--- src/rtl/sd_wb_seq_pkg.sv ---
// sd_wb_seq_pkg: state encoding and error codes for the SD register sequencer
package sd_wb_seq_pkg;
  typedef enum logic [2:0] {
    S_IDLE, S_WR_REQ, S_RD_REQ, S_GAP, S_CHECK, S_DONE, S_FAIL
  } state_e;
  localparam logic [1:0] ERR_NONE     = 2'd0;
  localparam logic [1:0] ERR_TIMEOUT  = 2'd1;
  localparam logic [1:0] ERR_MISMATCH = 2'd2;
endpackage

--- src/rtl/wb_ack_watchdog.sv ---
// wb_ack_watchdog: pulses timeout on the ACK_TIMEOUT-th strobe cycle without ack
module wb_ack_watchdog #(
  parameter int ACK_TIMEOUT = 255
) (
  input  logic clk,
  input  logic reset_n,
  input  logic stb,
  input  logic ack,
  output logic timeout
);
  localparam int CW = $clog2(ACK_TIMEOUT + 1);
  logic [CW-1:0] cnt_q;
  always_ff @(posedge clk) begin
    if (!reset_n || !stb || ack) cnt_q <= '0;
    else cnt_q <= cnt_q + 1'b1;
  end
  assign timeout = stb && !ack && (cnt_q == CW'(ACK_TIMEOUT - 1));
endmodule

--- src/rtl/sd_wb_reg_sequencer.sv ---
// sd_wb_reg_sequencer: table-driven Wishbone init/verify sequencer for the SD controller
module sd_wb_reg_sequencer
  import sd_wb_seq_pkg::*;
#(
  parameter int NUM_ENTRIES = 12,
  parameter int ADDR_W      = 8,
  parameter int DATA_W      = 32,
  parameter int ACK_TIMEOUT = 255,
  parameter int MAX_RETRIES = 2
) (
  input  logic                          clk,
  input  logic                          reset_n,
  input  logic                          start,
  input  logic [NUM_ENTRIES*ADDR_W-1:0] cfg_addr,
  input  logic [NUM_ENTRIES*DATA_W-1:0] cfg_data,
  input  logic [NUM_ENTRIES*DATA_W-1:0] cfg_mask,
  output logic [ADDR_W-1:0]             wb_adr_o,
  output logic [DATA_W-1:0]             wb_dat_o,
  input  logic [DATA_W-1:0]             wb_dat_i,
  output logic [DATA_W/8-1:0]           wb_sel_o,
  output logic                          wb_we_o,
  output logic                          wb_cyc_o,
  output logic                          wb_stb_o,
  input  logic                          wb_ack_i,
  output logic                          busy,
  output logic                          done,
  output logic                          error,
  output logic [1:0]                    err_code,
  output logic [5:0]                    err_index,
  output logic [3:0]                    retry_cnt
);
  state_e            state_q, state_d;
  logic [6:0]        idx_q, idx_d, fidx;
  logic              rd_q, rd_d, found, timeout, cyc;
  logic [DATA_W-1:0] rdat_q, rdat_d, cur_data, cur_mask;
  logic [ADDR_W-1:0] cur_addr;
  logic [3:0]        retry_q, retry_d;
  logic              err_q, err_d;
  logic [1:0]        code_q, code_d;
  logic [5:0]        eidx_q, eidx_d;
  // Selects the current entry and finds the first verify entry at or after idx_q.
  always_comb begin
    cur_addr = '0;
    cur_data = '0;
    cur_mask = '0;
    found    = 1'b0;
    fidx     = '0;
    for (int k = NUM_ENTRIES - 1; k >= 0; k--) begin
      if (idx_q == 7'(k)) begin
        cur_addr = cfg_addr[k*ADDR_W +: ADDR_W];
        cur_data = cfg_data[k*DATA_W +: DATA_W];
        cur_mask = cfg_mask[k*DATA_W +: DATA_W];
      end
      if (int'(idx_q) <= k && |cfg_mask[k*DATA_W +: DATA_W]) begin
        found = 1'b1;
        fidx  = 7'(k);
      end
    end
  end
  wb_ack_watchdog #(.ACK_TIMEOUT(ACK_TIMEOUT)) u_wdog (
    .clk(clk), .reset_n(reset_n), .stb(cyc), .ack(wb_ack_i), .timeout(timeout)
  );
  always_comb begin
    state_d = state_q;
    idx_d   = idx_q;
    rd_d    = rd_q;
    rdat_d  = rdat_q;
    retry_d = retry_q;
    err_d   = err_q;
    code_d  = code_q;
    eidx_d  = eidx_q;
    case (state_q)
      S_IDLE: if (start) begin
        state_d = S_WR_REQ;
        idx_d   = '0;
        rd_d    = 1'b0;
        retry_d = '0;
        err_d   = 1'b0;
        code_d  = ERR_NONE;
        eidx_d  = '0;
      end
      S_WR_REQ, S_RD_REQ: if (wb_ack_i) begin
        rdat_d  = wb_dat_i;
        state_d = rd_q ? S_CHECK : S_GAP;
        if (!rd_q) begin
          rd_d  = idx_q == 7'(NUM_ENTRIES - 1);
          idx_d = rd_d ? 7'd0 : idx_q + 7'd1;
        end
      end else if (timeout) begin
        state_d = S_FAIL;
        err_d   = 1'b1;
        code_d  = ERR_TIMEOUT;
        eidx_d  = idx_q[5:0];
      end
      // GAP idx_q points at the next write, or at the search start for the next read.
      S_GAP: begin
        state_d = !rd_q ? S_WR_REQ : found ? S_RD_REQ : S_DONE;
        idx_d   = rd_q ? fidx : idx_q;
      end
      S_CHECK: if (((rdat_q ^ cur_data) & cur_mask) == '0) begin
        state_d = S_GAP;
        idx_d   = idx_q + 7'd1;
      end else if (retry_q < 4'(MAX_RETRIES)) begin
        state_d = S_GAP;
        retry_d = retry_q + 4'd1;
        idx_d   = '0;
        rd_d    = 1'b0;
      end else begin
        state_d = S_FAIL;
        err_d   = 1'b1;
        code_d  = ERR_MISMATCH;
        eidx_d  = idx_q[5:0];
      end
      default: state_d = S_IDLE;
    endcase
  end
  always_ff @(posedge clk) begin
    if (!reset_n) begin
      state_q <= S_IDLE;
      idx_q   <= '0;
      rd_q    <= 1'b0;
      rdat_q  <= '0;
      retry_q <= '0;
      err_q   <= 1'b0;
      code_q  <= ERR_NONE;
      eidx_q  <= '0;
    end else begin
      state_q <= state_d;
      idx_q   <= idx_d;
      rd_q    <= rd_d;
      rdat_q  <= rdat_d;
      retry_q <= retry_d;
      err_q   <= err_d;
      code_q  <= code_d;
      eidx_q  <= eidx_d;
    end
  end
  assign cyc       = state_q == S_WR_REQ || state_q == S_RD_REQ;
  assign wb_cyc_o  = cyc;
  assign wb_stb_o  = cyc;
  assign wb_we_o   = state_q == S_WR_REQ;
  assign wb_adr_o  = cyc ? cur_addr : '0;
  assign wb_dat_o  = wb_we_o ? cur_data : '0;
  assign wb_sel_o  = {(DATA_W/8){cyc}};
  assign busy      = cyc || state_q == S_GAP || state_q == S_CHECK;
  assign done      = state_q == S_DONE;
  assign error     = err_q;
  assign err_code  = code_q;
  assign err_index = eidx_q;
  assign retry_cnt = retry_q;
endmodule

--- config.mk ---
export PLATFORM = sky130hd
export DESIGN_NAME = sd_wb_reg_sequencer
export DESIGN_NICKNAME = d
export VERILOG_FILES = /design/src/rtl/sd_wb_seq_pkg.sv /design/src/rtl/wb_ack_watchdog.sv /design/src/rtl/sd_wb_reg_sequencer.sv
export SDC_FILE = /design/constraint.sdc
export NUM_CORES = 1
export LEC_CHECK = 0
export ABC_AREA = 1
export CORE_AREA = 8 8 369 371
export DETAILED_ROUTE_END_ITERATION = 12
export DIE_AREA = 0 0 377 379
export SYNTH_ARGS = -nofsm -noshare
export SYNTH_HDL_FRONTEND = slang
export SYNTH_SLANG_ARGS = --single-unit
--- constraint.sdc ---
create_clock -name clk -period 4.07 [get_ports clk]
set_input_delay 0.407 -clock clk [delete_from_list [all_inputs] [get_ports clk]]
set_output_delay 0.407 -clock clk [all_outputs]
set_load 0.01 [all_outputs]
==> results of run 1 <==
-- worst register-to-register path: cells and delay by family, from the launching register on --
family | cells | cell delay (ns)
adder cells (fa/ha/maj) | 1 | 0.14
AND/OR/NAND/NOR | 23 | 2.14
flip-flops | 1 | 0.38
AO/OA/AOI/OAI | 2 | 0.55
buffers and inverters | 6 | 0.74
-- where the power goes --
group,total (mW),internal [mW],switching (mW)
sequential,0.854,0.766,0.0889
clock,0.753,0.434,0.319
combinational,4.88,2.13,2.75
-- path summary, 6_finish.rpt --
check,from,to
max,idx_q[0]$_SDFFE_PN0P_,idx_q[0]$_SDFFE_PN0P_
min,rdat_q[16]$_SDFFE_PN0P_,rdat_q[16]$_SDFFE_PN0P_
max reg2reg,idx_q[0]$_SDFFE_PN0P_,idx_q[0]$_SDFFE_PN0P_
min reg2reg,rdat_q[16]$_SDFFE_PN0P_,rdat_q[16]$_SDFFE_PN0P_
-- layout make-up --
type,instances,area [um2],share of cell area (%)
sequential,64,1290,4.40
inverter,190,738,2.51
antenna,38,95.1,0.324
clock inverter,1,5.00,0.0170
timing repair buffer,1254,13100,44.7
clock buffer,12,256,0.873
tap,1755,2200,7.48
multi-input combinational,2316,11700,39.7
-- stage by stage --
stage | power (mW) | TNS (ns) | hold slack [ns] | instances
final | 6.49 | 0 | 0.473 | 5630
after detailed placement | 5.54 | -16.76 | 0.462 | 5542
after global placement | 5.55 | -15.08 | 0.444 | 5542
after global routing | 6.85 | -1.27 | 0.486 | 5615
after floorplan | 2.65 | 0 | 0.430 | 2750
after CTS | 6.37 | -0.868 | 0.472 | 5575
-- state kept, by name, summed over array words and instances, names as in the netlist --
register,count
err_index,6
u_wdog.cnt_q,8
rd_q,1
idx_q,7
state_q,3
retry_cnt,4
err_code,2
error,1
rdat_q,32
-- layout by cell type (no fill, tap or decap), types with 25 or more instances in the layout --
| cell type | count |
|---|---|
| nand2_2 | 120 |
| diode_2 | 38 |
| inv_1 | 164 |
| nand4_1 | 42 |
| buf_12 | 85 |
| clkdlybuf4s50_1 | 924 |
| a21oi_1 | 335 |
| or2_2 | 30 |
| buf_4 | 174 |
| or2_0 | 35 |
| nand2_1 | 874 |
| nor2_1 | 252 |
| nand2_4 | 43 |
| dfxtp_1 | 60 |
| nor4_1 | 88 |
| nand3_1 | 181 |
| buf_6 | 25 |
| o211ai_1 | 44 |
| o21ai_0 | 117 |
-- what timing repair did --
action,CTS,global route
cloned,5,4
setup buffers,16,17
resized for setup,177,205
setup endpoints to repair,63,49
pin swaps,27,67
hold endpoints to repair,0,0
-- cell families (layout without fill, tap and decap cells) --
family                   Yosys count  in the layout  synth area share [%]
other                              0             38                     0
AO/OA/AOI/OAI                    551            551                  21.6
adder cells (fa/ha/maj)            7              7                 0.651
AND/OR/NAND/NOR                 1748           1749                  55.9
buffers and inverters            371           1457                  11.7
flip-flops                        64             64                  9.52
XOR/XNOR                           9              9                 0.586
-- per-layer routing --
layer	GRT usage [%]	wire, um	up-vias
met1	27.6	69000	11591
met3	5.19	14500	236
li1	-	-	11295
met2	37.2	79000	1334
met5	0	253	-
met4	6.69	5660	40
==> results.md, run 1 <==
- Worst Setup Start Kind: register
- delay of the slowest cell on the worst path: 0.41 ns
- post-layout instance area: 29,400 um2
- violations in the final reports: capacitance limit, slew limit
- post-DR vias/cell: 4.35
- required time reported for the critical path endpoint: 4.36 ns
- number of DRC markers in iteration 0: 2,235
- PwrDens: 221 nW/um2
- Post-synth top flop: dfxtp_1
- layout-stage area growth over the synthesis result: 118%
- Slowest cell on crit path: o211ai_1
- setup repair after global routing missed its margin: true
- Overflow after GRT: 0
- placer's final routability congestion estimate: 1.03
- slew margin rel.: -2.95%
- first drt pass iteration count: 5
- Skew-Pair Late Insertion Delay: 0.37 ns
- average instance area after synthesis: 4.89 um2
- stages on the worst setup path: 32
- maximum number of pins on one net before global-route repair: 60
- FFs w/ async S/R, synth: 0%
- via count of the first global-routing pass: 24,272
- post-synth top area cell: nand2_1
- Top Family by Delay on Critical Path: simple AND/OR/NAND/NOR gates
- I/O Buffers: 961
- via count: 24,496
- arrival time of data at the critical path endpoint: 4.31 ns
- Yosys reg bits: 64
- Post-Syn Nets: 3,657
- number of failing setup endpoints in the final timing report: 0
- number of pins with negative max-slew slack in the final report: 3
- worst r2r path cells: 32
- routed wire length: 168,000 um
- cell at the root of the clock tree: clkbuf_16
- aggregate global-route resource usage: 22.0%
- clock tree skew after final layout: 0.0133 ns
- number of antenna violations at the first check in global routing: 74
- TritonCTS clock tree: yes
- antenna violation net count after detailed routing: 0
- most common cell type on the critical path: nand2_1
- most numerous cell in the Yosys netlist: nand2_1
- number of buffers inserted during clock tree synthesis: 9
- maximum clock path buffer count: 2
- Max Cap Viol: 1
- area share of the largest cell type after synthesis: 28.8%
- maximum vdd ir drop: 0.000229 V
- dpl cell area: 27,400 um2
- Reg2Reg Setup Slack: 0.05 ns
- Worst Path Class, Setup: register to register
- run status: finished, violations left
- CTS clock-pin slew for the worst setup and hold paths: 0.06 ns
- number of flops mapped to enable cells by yosys: 0
- ranking of synthesized cells by instance count: nand2_1, a21oi_1, nor2_1, nand3_1, inv_1
- maximum fanout encountered on the critical timing path: 28
- deepest level of the CTS H-tree: 3
- post-cts hold buffer count: 0
- worst hold stages: 2
- initial standard-cell utilization of the core: 10.3%
- post-route clock period utilization: 98.8%
- yosys synthesis warning count: 0
- slew at the pin closest to its max-slew limit: 1.51 ns
- WL/cell: 29.9 um
- die width: 377 um
- leading cell types by total area after synthesis: nand2_1, a21oi_1, dfxtp_1
- Worst setup EP type: register
- number of core rows: 133
- number of buffers and inverters on the critical path: 6
- clock sink total: 64
- DR DRC count: 0
- clock period minus worst slack: 4.02 ns
- filler cell count: 14,897
- number of endpoints with negative hold slack in the final report: 0
- post-synthesis cell count: 2,750
- leakage dissipation: 12.4 nW
- highest clock rate: 249 MHz
- share of post-route cells with drive strength above 1: 15.9%
- sequential-to-total area share from yosys stat: 9.52%
- min setup slack post-route: 0.0504 ns
- utilization after layout: 22.5%
- Layout Nets: 4,742
- height of the chip: 379 um
- die area: 143,000 um2
- number of top-level design ports: 962
- count of unique library cells instantiated by Yosys: 50
- synthesized area: 13,500 um2
- type of the worst min-delay path: register to register
- first-pass GRT wire length: 215,000 um
- Placeable Area: 130,000 um2
- Worst Setup Slack post-DPL: -0.780 ns
- Detailed Place HPWL: 148,000 um
No activity file was read; power rests on OpenSTA's default activity.
==> inputs of run 2 (changes only) <==
Settings changed: CORE_AREA 8 8 369 371 to 8 8 364 366, DIE_AREA 0 0 377 379 to 0 0 372 374.
Clock period 4.07 ns to 3.4 ns, I/O delays scaled along.
==> results.md, run 2 (synthesis results as in run 1) <==
- first-pass GRT wire length: 215,000 um, about the same
- min setup slack post-route: -0.507 ns, -0.557 ns
- Max Cap Viol: 0, -1
- Worst Setup Slack post-DPL: -1.10 ns, -0.317 ns
- capture point of the worst reg-to-reg path: err_index[1]$_SDFFE_PN0P_
- post-DR vias/cell: 4.44, +2.0%
- Top Family by Delay on Critical Path: simple AND/OR/NAND/NOR gates
- routed wire length: 165,000 um, -2.4%
- largest registers ranked by flip-flop count: rdat_q: 32 flops, u_wdog.cnt_q: 8 flops, idx_q: 7 flops
- clock tree skew after final layout: 0.00973 ns, -0.00354 ns
- setup repair after global routing missed its margin: true
- post-route clock period utilization: 115%, +16 points
- stages on the worst setup path: 28, -13%
- TritonCTS clock tree: yes
- highest clock rate: 256 MHz, +2.9%
- filler cell count: 14,232, -4.5%
- clock period minus worst slack: 3.91 ns, -0.113 ns
- worst setup path start: idx_q[1]$_SDFFE_PN0P_
- Detailed Place HPWL: 144,000 um, -2.8%
- Worst Setup Start Kind: register
- initial standard-cell utilization of the core: 10.6%, +0.31 points
- Worst setup EP type: register
- delay of the slowest cell on the worst path: 0.37 ns, -0.04 ns
- maximum number of pins on one net before global-route repair: 47, -22%
- placer's final routability congestion estimate: 1.05, +1.9%
- proportion of total power due to net switching: 48.1%, -0.54 points
- via count: 25,280, +3.2%
- DR DRC count: 0, unchanged
- die width: 372 um, -1.3%
- number of antenna violations at the first check in global routing: 66, -11%
- hold slack: 0.463 ns, -0.00964 ns
- leading cell type in the layout, fill and taps excluded: clkdlybuf4s50_1
- height of the chip: 374 um, -1.3%
- dpl cell area: 28,100 um2, +2.5%
- slew margin rel.: 7.18%, +10 points
- number of pins with negative max-slew slack in the final report: 0, -3
- commonest non-fill, non-tap cells in the layout: clkdlybuf4s50_1, nand2_1, a21oi_1, buf_4, nor2_1
- type of the worst min-delay path: register to register
- share of post-route cells with drive strength above 1: 23.9%, +8.0 points
- Largest register FFs: 32, unchanged
- Overflow after GRT: 0, unchanged
- violations in the final reports: setup timing
- number of buffers and inverters on the critical path: 9, +3
- number of endpoints with negative hold slack in the final report: 0, unchanged
- clock sink total: 64, unchanged
- slew at the pin closest to its max-slew limit: 1.39 ns, -0.116 ns
- Layout Nets: 4,887, +3.1%
- number of DRC markers in iteration 0: 2,463, +10%
- required time reported for the critical path endpoint: 3.63 ns, -0.73 ns
- PwrDens: 264 nW/um2, +20%
- run status: finished, violations left
- Crit Reg-Reg Startpoint: idx_q[1]$_SDFFE_PN0P_
- layout-stage area growth over the synthesis result: 132%
- Slowest cell on crit path: dfxtp_4
- placed instance count: 5,571, +0.52%
- number of top-level design ports: 962, unchanged
- Switch Pwr: 3.98 mW, +26%
- WL/cell: 28.9 um, -3.5%
- arrival time of data at the critical path endpoint: 4.14 ns, -0.17 ns
- number of buffers inserted during clock tree synthesis: 9, unchanged
- deepest level of the CTS H-tree: 3, unchanged
- post-route non-filler standard cell count: 5,695, +1.2%
- worst r2r path cells: 28, -13%
- last element of the critical path: err_index[1]$_SDFFE_PN0P_
- die area: 139,000 um2, -2.6%
- Worst Path Class, Setup: register to register
- Placeable Area: 127,000 um2, -2.9%
- first drt pass iteration count: 8, +3
- number of failing setup endpoints in the final timing report: 47, +47
- portion of total power attributed to the clock network: 12.9%, +1.3 points
- maximum clock path buffer count: 2, unchanged
- maximum vdd ir drop: 0.000262 V, +15%
- portion of total power attributed to sequential cells: 12.4%, -0.8 points
- via count of the first global-routing pass: 25,642, +5.6%
- power share of the combinational group: 74.7%, -0.5 points
- cell at the root of the clock tree: clkbuf_16
- Total Neg Setup Slack: -12.53 ns, -12.53 ns
- aggregate global-route resource usage: 22.2%, +0.20 points
- design internal power: 4.28 mW, +29%
- Skew-Pair Late Insertion Delay: 0.35 ns, -0.02 ns
- maximum fanout encountered on the critical timing path: 11, -61%
- I/O Buffers: 961, unchanged
- number of core rows: 131, -1.5%
- post-layout instance area: 31,200 um2, +6.3%
- CTS clock-pin slew for the worst setup and hold paths: 0.06 ns, about the same
- Reg2Reg Setup Slack: -0.51 ns, -0.56 ns
- leakage dissipation: 13.1 nW, +6.1%
- register containing the most flip-flops in the final layout: rdat_q
- antenna violation net count after detailed routing: 0, unchanged
-- run 2: cell count changes in the layout (fill, tap and decap cells not counted), sizes merged, moves of 2 or more --
cell           previous run  this run
clkdlybuf4s50           924       921
clkinvlp                  0         2
bufinv                    0         2
clkbuf                   16        13
buf                     291       473
dlygate4sd2              21         0
dlymetal6s2s             12         0
diode                    38        48
-- run 2: repair_timing --
item | in CTS | in global routing
cloned | 9 | 1
hold buffers | 0 | 0
resized for setup | 641 | 165
setup buffers | 44 | 17
pin swaps | 92 | 70
endpoints found under the setup margin | 63 | 63
-- run 2: per-stage QoR --
stage               util, %  total power [mW]
floorplan                 -              3.17
global placement       22.1              6.66
detailed placement     22.1              6.64
CTS                    24.1              8.06
global route           24.6              8.70
finish                 24.7              8.26
-- run 2: layer usage --
| layer | global-route usage [%] | wire length [um] |
|---|---|---|
| met1 | 27.0 | 66000 |
| met2 | 37.1 | 76700 |
| met3 | 6.45 | 15500 |
| met4 | 7.64 | 6060 |
| met5 | 0 | 221 |
-- run 2: final cells by class --
class	count	area (um2)	share of cell area [%]
Tap cell	1662	2080	6.66
Clock buffer	11	243	0.777
Sequential cell	64	1300	4.15
Clock inverter	5	80.1	0.256
Inverter	190	751	2.40
Antenna cell	48	120	0.385
Multi-Input combinational cell	2317	12400	39.8
Timing Repair Buffer	1398	14200	45.5
-- run 2: how the worst min path moves through the flow --
stage,startpoint,end,cells past startpoint
after floorplan,u_wdog.cnt_q[0]$_SDFF_PP0_,u_wdog.cnt_q[0]$_SDFF_PP0_,1
after global placement,u_wdog.cnt_q[0]$_SDFF_PP0_,u_wdog.cnt_q[0]$_SDFF_PP0_,1
after detailed placement,u_wdog.cnt_q[0]$_SDFF_PP0_,u_wdog.cnt_q[0]$_SDFF_PP0_,1
after CTS,rdat_q[20]$_SDFFE_PN0P_,rdat_q[20]$_SDFFE_PN0P_,2
after global routing,u_wdog.cnt_q[0]$_SDFF_PP0_,u_wdog.cnt_q[0]$_SDFF_PP0_,1
final,u_wdog.cnt_q[0]$_SDFF_PP0_,u_wdog.cnt_q[0]$_SDFF_PP0_,1
-- run 2: worst reg2reg max path: cells and delay by family, from the launching register on --
kind	cells	cell delay (ns)
buffers and inverters	9	1.19
AOI/OAI and AO/OA	3	0.43
DFF	1	0.37
and+or+nand+nor	15	1.67
adders and majority gates	1	0.14
-- run 2: power groups by stage --
| stage | clock [mW] | combinational (mW) | sequential (mW) |
|---|---|---|---|
| floorplan | 0 | 2.16 | 1.01 |
| global placement | 0 | 5.63 | 1.03 |
| detailed placement | 0 | 5.61 | 1.03 |
| CTS | 1.09 | 5.95 | 1.02 |
| global route | 1.12 | 6.54 | 1.04 |
| finish | 1.06 | 6.17 | 1.02 |
==> inputs of run 3 (changes only) <==
Settings changed: CTS_CLUSTER_DIAMETER from default to 120.
==> results of run 3 <==
Same layout as run 2: the final DEF is identical, and so are final timing and power.
==> RTL edit 1, RTL diff (config.mk and constraints of run 3) <==
Make the reset (`reset_n`) asynchronous in one clocked block.
--- a/src/rtl/sd_wb_reg_sequencer.sv
+++ b/src/rtl/sd_wb_reg_sequencer.sv
@@ -114,7 +114,7 @@
       default: state_d = S_IDLE;
     endcase
   end
-  always_ff @(posedge clk) begin
+  always_ff @(posedge clk or negedge reset_n) begin
     if (!reset_n) begin
       state_q <= S_IDLE;
       idx_q   <= '0;
Function: differs if reset_n is asserted again (counterexample within 4 cycles, from zero or initial values and one cycle with reset_n low); with reset_n held inactive, the same outputs for 4 cycles.
==> RTL edit 1 against run 3 <==
The flow still finishes with violations (negative setup slack). Routed wire length rose by 7.9%. Hold slack got worse by 0.39 ns. Cell count rose by 2.3%. Synthesized area rose by 2.0%. Cell area rose by 7.4%. Sequential cell count did not move. Setup slack got worse by 0.065 ns. Synthesized cell count rose by 0.84%.
Power is not compared: it rests on default switching activity, and its combinational part moved more than twofold at a synthesized area within 25%.
==> RTL edit 1: results <==
[outcome]
outcome = "complete, but fails checks"
violations = "negative setup slack"

[hold_path]
hp-class = "input port to asynchronous set/reset pin"

[synthesis]
synth.yosys.seq_area_share_pct = 11.38
synth-main-ff-cell = "dfrtp_1"
async_reset_ff_share_pct = 87.50
ys.warnings.count = 0
synthTopCellsByCount = "1133 x nand2_1, 291 x nor2_1, 279 x a21oi_1"
syn_avg_cell_area_um2 = 4.950
yosys-top-cells-area = "nand2_1 31%, dfrtp_1 10%, a21oi_1 10%"
synthesis.nets = 3680
yosys.cell_types.count = 52
synth_edf_count = 0

[drt]
wl_um = 177500
drt_iter0_drc = 2296
firstDrtPassIters = 6
via_per_inst = 4.446

[clock_network]
cts_root_buf = "clkbuf_16"
path_clk_slew_ns = 0.06
htreeDepth = 3
clockBufferDepth = 2

[finish]
drive_gt1_share_pct = 28.11
fin_cells = 5824
nFillCells = 14160
nets = 5022

[power_and_ir_drop]
p_leak_nw = 14.59
power.density_nw_per_um2 = 619.6
combPwrFrac_pct = 89.4
peakVddDrop_uv = 408.6
clk-power_uw = 977

[worst_setup_path]
reg2regPathDepth = 28
endpoint = "error"
crit_path_max_fanout = 14
critPathTopFamily = "simple AND/OR/NAND/NOR gates"
critPathLaunch = "idx_q[1]"
worstPathArrival_ns = 4.21
slowest_delay_ns = 0.45
critPathSlowestCell = "dfrtp_2"

[sta]
holdWs_ns = 0.07719
slew_headroom_pct = 34.61
layout_setup_ws_ns = -0.5719
setup_viol = 59
skew_ns = 0.007270
tns_ns = -18.68

[global_routing]
grt_usage_pct = 23.64
grt_pass1_wl_um = 226500
antenna_found_initial = 83
grt_max_degree = 61
grt_pass1_vias = 25960

[placement]
dpl_cell_area_um2 = 29000
placed_cells = 5662
gp_congestion = 1.061
place_worst_setup_slack_ns = -1.271
dp_hpwl_um = 154100
[RTL edit 1: cell types whose count changed after synthesis, moves of 7 or more]
| cell | run 3 | this run |
|---|---|---|
| o21ai_0 | 123 | 134 |
| or2_2 | 30 | 41 |
| dfrtp_1 | 0 | 56 |
| a21oi_1 | 351 | 279 |
| nand2_1 | 1031 | 1133 |
| inv_1 | 164 | 171 |
| o211ai_1 | 44 | 31 |
| buf_2 | 67 | 58 |
| or2_1 | 5 | 12 |
| nor2_1 | 263 | 291 |
| dfxtp_1 | 64 | 8 |
| nand3_1 | 207 | 171 |
[RTL edit 1: layout make-up]
class / instances / area (um^2) / area share [%]
Clock inverter: 4 / 43.79 / 0.1306
Inverter: 189 / 735.7 / 2.194
Timing Repair Buffer: 1505 / 15550 / 46.38
Multi-Input combinational cell: 2346 / 13200 / 39.37
Sequential cell: 64 / 1565 / 4.668
Clock buffer: 12 / 246.5 / 0.7350
Antenna cell: 42 / 105.1 / 0.3134
Tap cell: 1662 / 2079 / 6.201
[RTL edit 1: layer usage]
layer  up-vias  track usage [%]  share of wire [%]
met5         -                0               0.15
met1     12400            28.36                 40
li1      11790                -                  -
met3       282            4.809                7.3
met4        40            10.25                4.8
met2      1384            40.57                 48
[RTL edit 1: logic make-up after synthesis]
| group | Yosys count | synth area share, % |
|---|---|---|
| flops | 64 | 11.38 |
| fa+ha+maj | 7 | 0.6380 |
| buf+inv | 365 | 11.49 |
| simple gates | 1843 | 57.04 |
| compound gates | 487 | 19.00 |
| xor+xnor | 7 | 0.4466 |
[RTL edit 1: what timing repair did]
item,CTS,global route
gates resized for setup,631,335
setup buffers,64,52
hold buffers,0,0
pin swaps,128,159
cloned,10,8
setup endpoints to repair,63,64
==> RTL edit 2, RTL diff (flow settings as in run 3) <==
Without the edit above. `ACK_TIMEOUT` is set to 255 in 2 places; all go to 510.
--- a/src/rtl/wb_ack_watchdog.sv
+++ b/src/rtl/wb_ack_watchdog.sv
@@ -1,6 +1,6 @@
 // wb_ack_watchdog: pulses timeout on the ACK_TIMEOUT-th strobe cycle without ack
 module wb_ack_watchdog #(
-  parameter int ACK_TIMEOUT = 255
+  parameter int ACK_TIMEOUT = 510
 ) (
   input  logic clk,
   input  logic reset_n,
--- a/src/rtl/sd_wb_reg_sequencer.sv
+++ b/src/rtl/sd_wb_reg_sequencer.sv
@@ -5,7 +5,7 @@
   parameter int NUM_ENTRIES = 12,
   parameter int ADDR_W      = 8,
   parameter int DATA_W      = 32,
-  parameter int ACK_TIMEOUT = 255,
+  parameter int ACK_TIMEOUT = 510,
   parameter int MAX_RETRIES = 2
 ) (
   input  logic                          clk,
Function: no difference found for any inputs over 4 cycles, from zero or initial values and one cycle with reset_n low; that may be too few to reach the edited logic, so the function may still have changed.
==> RTL edit 2 against run 3 <==
The run still ends with negative setup slack left. Cell area grew 3.1%. Largest cell class unchanged. Clock power decreased by 4%. Routed wire length is 8.3% higher. Setup slack better by 0.095 ns. Sequential cell count increased by 1. Total power up 26%. Synthesized area rose by 2.4%. Die area unchanged. Non-clock buffer count is 54 higher. Maximum frequency increased by 2.5%. First-iteration DRC count fell by 9.5%.
==> RTL edit 2: results <==
[placement]
gp_congestion = 1.094
dp_hpwl_um = 153100
place_worst_setup_slack_ns = -1.303

[sta]
layout_setup_ws_ns = -0.4116
setup_viol = 47
holdWs_ns = 0.4743

[finish]
largestRegisters = "rdat_q: 32 flops, u_wdog.cnt_q: 9 flops, idx_q: 7 flops"
diodes = 51
drive_gt1_share_pct = 24.77
fin_cells = 5891
buf_share_pct = 45.84
regArea_um2 = 1316
num-nonclk-inverters = 244

[drt]
via_per_inst = 4.462
firstDrtPassIters = 6
route.met2.wl_um = 84020
drt_iter0_drc = 2229
routedWlPerCell_um = 30.23

[power_and_ir_drop]
power.density_nw_per_um2 = 323.4

[outcome]
outcome = "complete, but fails checks"
violations = "negative setup slack"

[worst_setup_path]
crit_path_max_fanout = 8

[synthesis]
yosys.cell_types.count = 39
synthTopCellsByCount = "1154 x nand2_1, 286 x nor2_1, 281 x a21oi_1"
synthesis.nets = 3797
synth.yosys.seq_area_share_pct = 9.445

[hold_path]
min_to = "rdat_q[14]"

[global_routing]
grt_max_degree = 44
## RTL edit 2: cell count changes after synthesis, sizes merged, moves of 11 or more
cell	run 3	this run
nand3	211	238
inv	188	240
nand2	1039	1159
nor2	271	295
o211ai	44	33
a21oi	351	281
## RTL edit 2: report_power, final
group,total (mW),internal (mW),switching (mW),leakage (nW)
Combinational,8.36,3.59,4.76,13.2
Clock,1.02,0.585,0.434,0.142
Sequential,1.04,0.929,0.113,0.533
## RTL edit 2: routing by layer
| metal | global-route usage, % | up-vias |
|---|---|---|
| met1 | 27.93 | 12410 |
| met5 | 0 | - |
| li1 | - | 12020 |
| met2 | 40.44 | 1448 |
| met3 | 6.262 | 368 |
| met4 | 11.51 | 46 |
## RTL edit 2: repair_timing
action	in CTS	in global routing
cloned	13	4
endpoints found under the setup margin	63	63
pin swaps	79	180
gates resized for setup	485	289
setup buffers	54	33
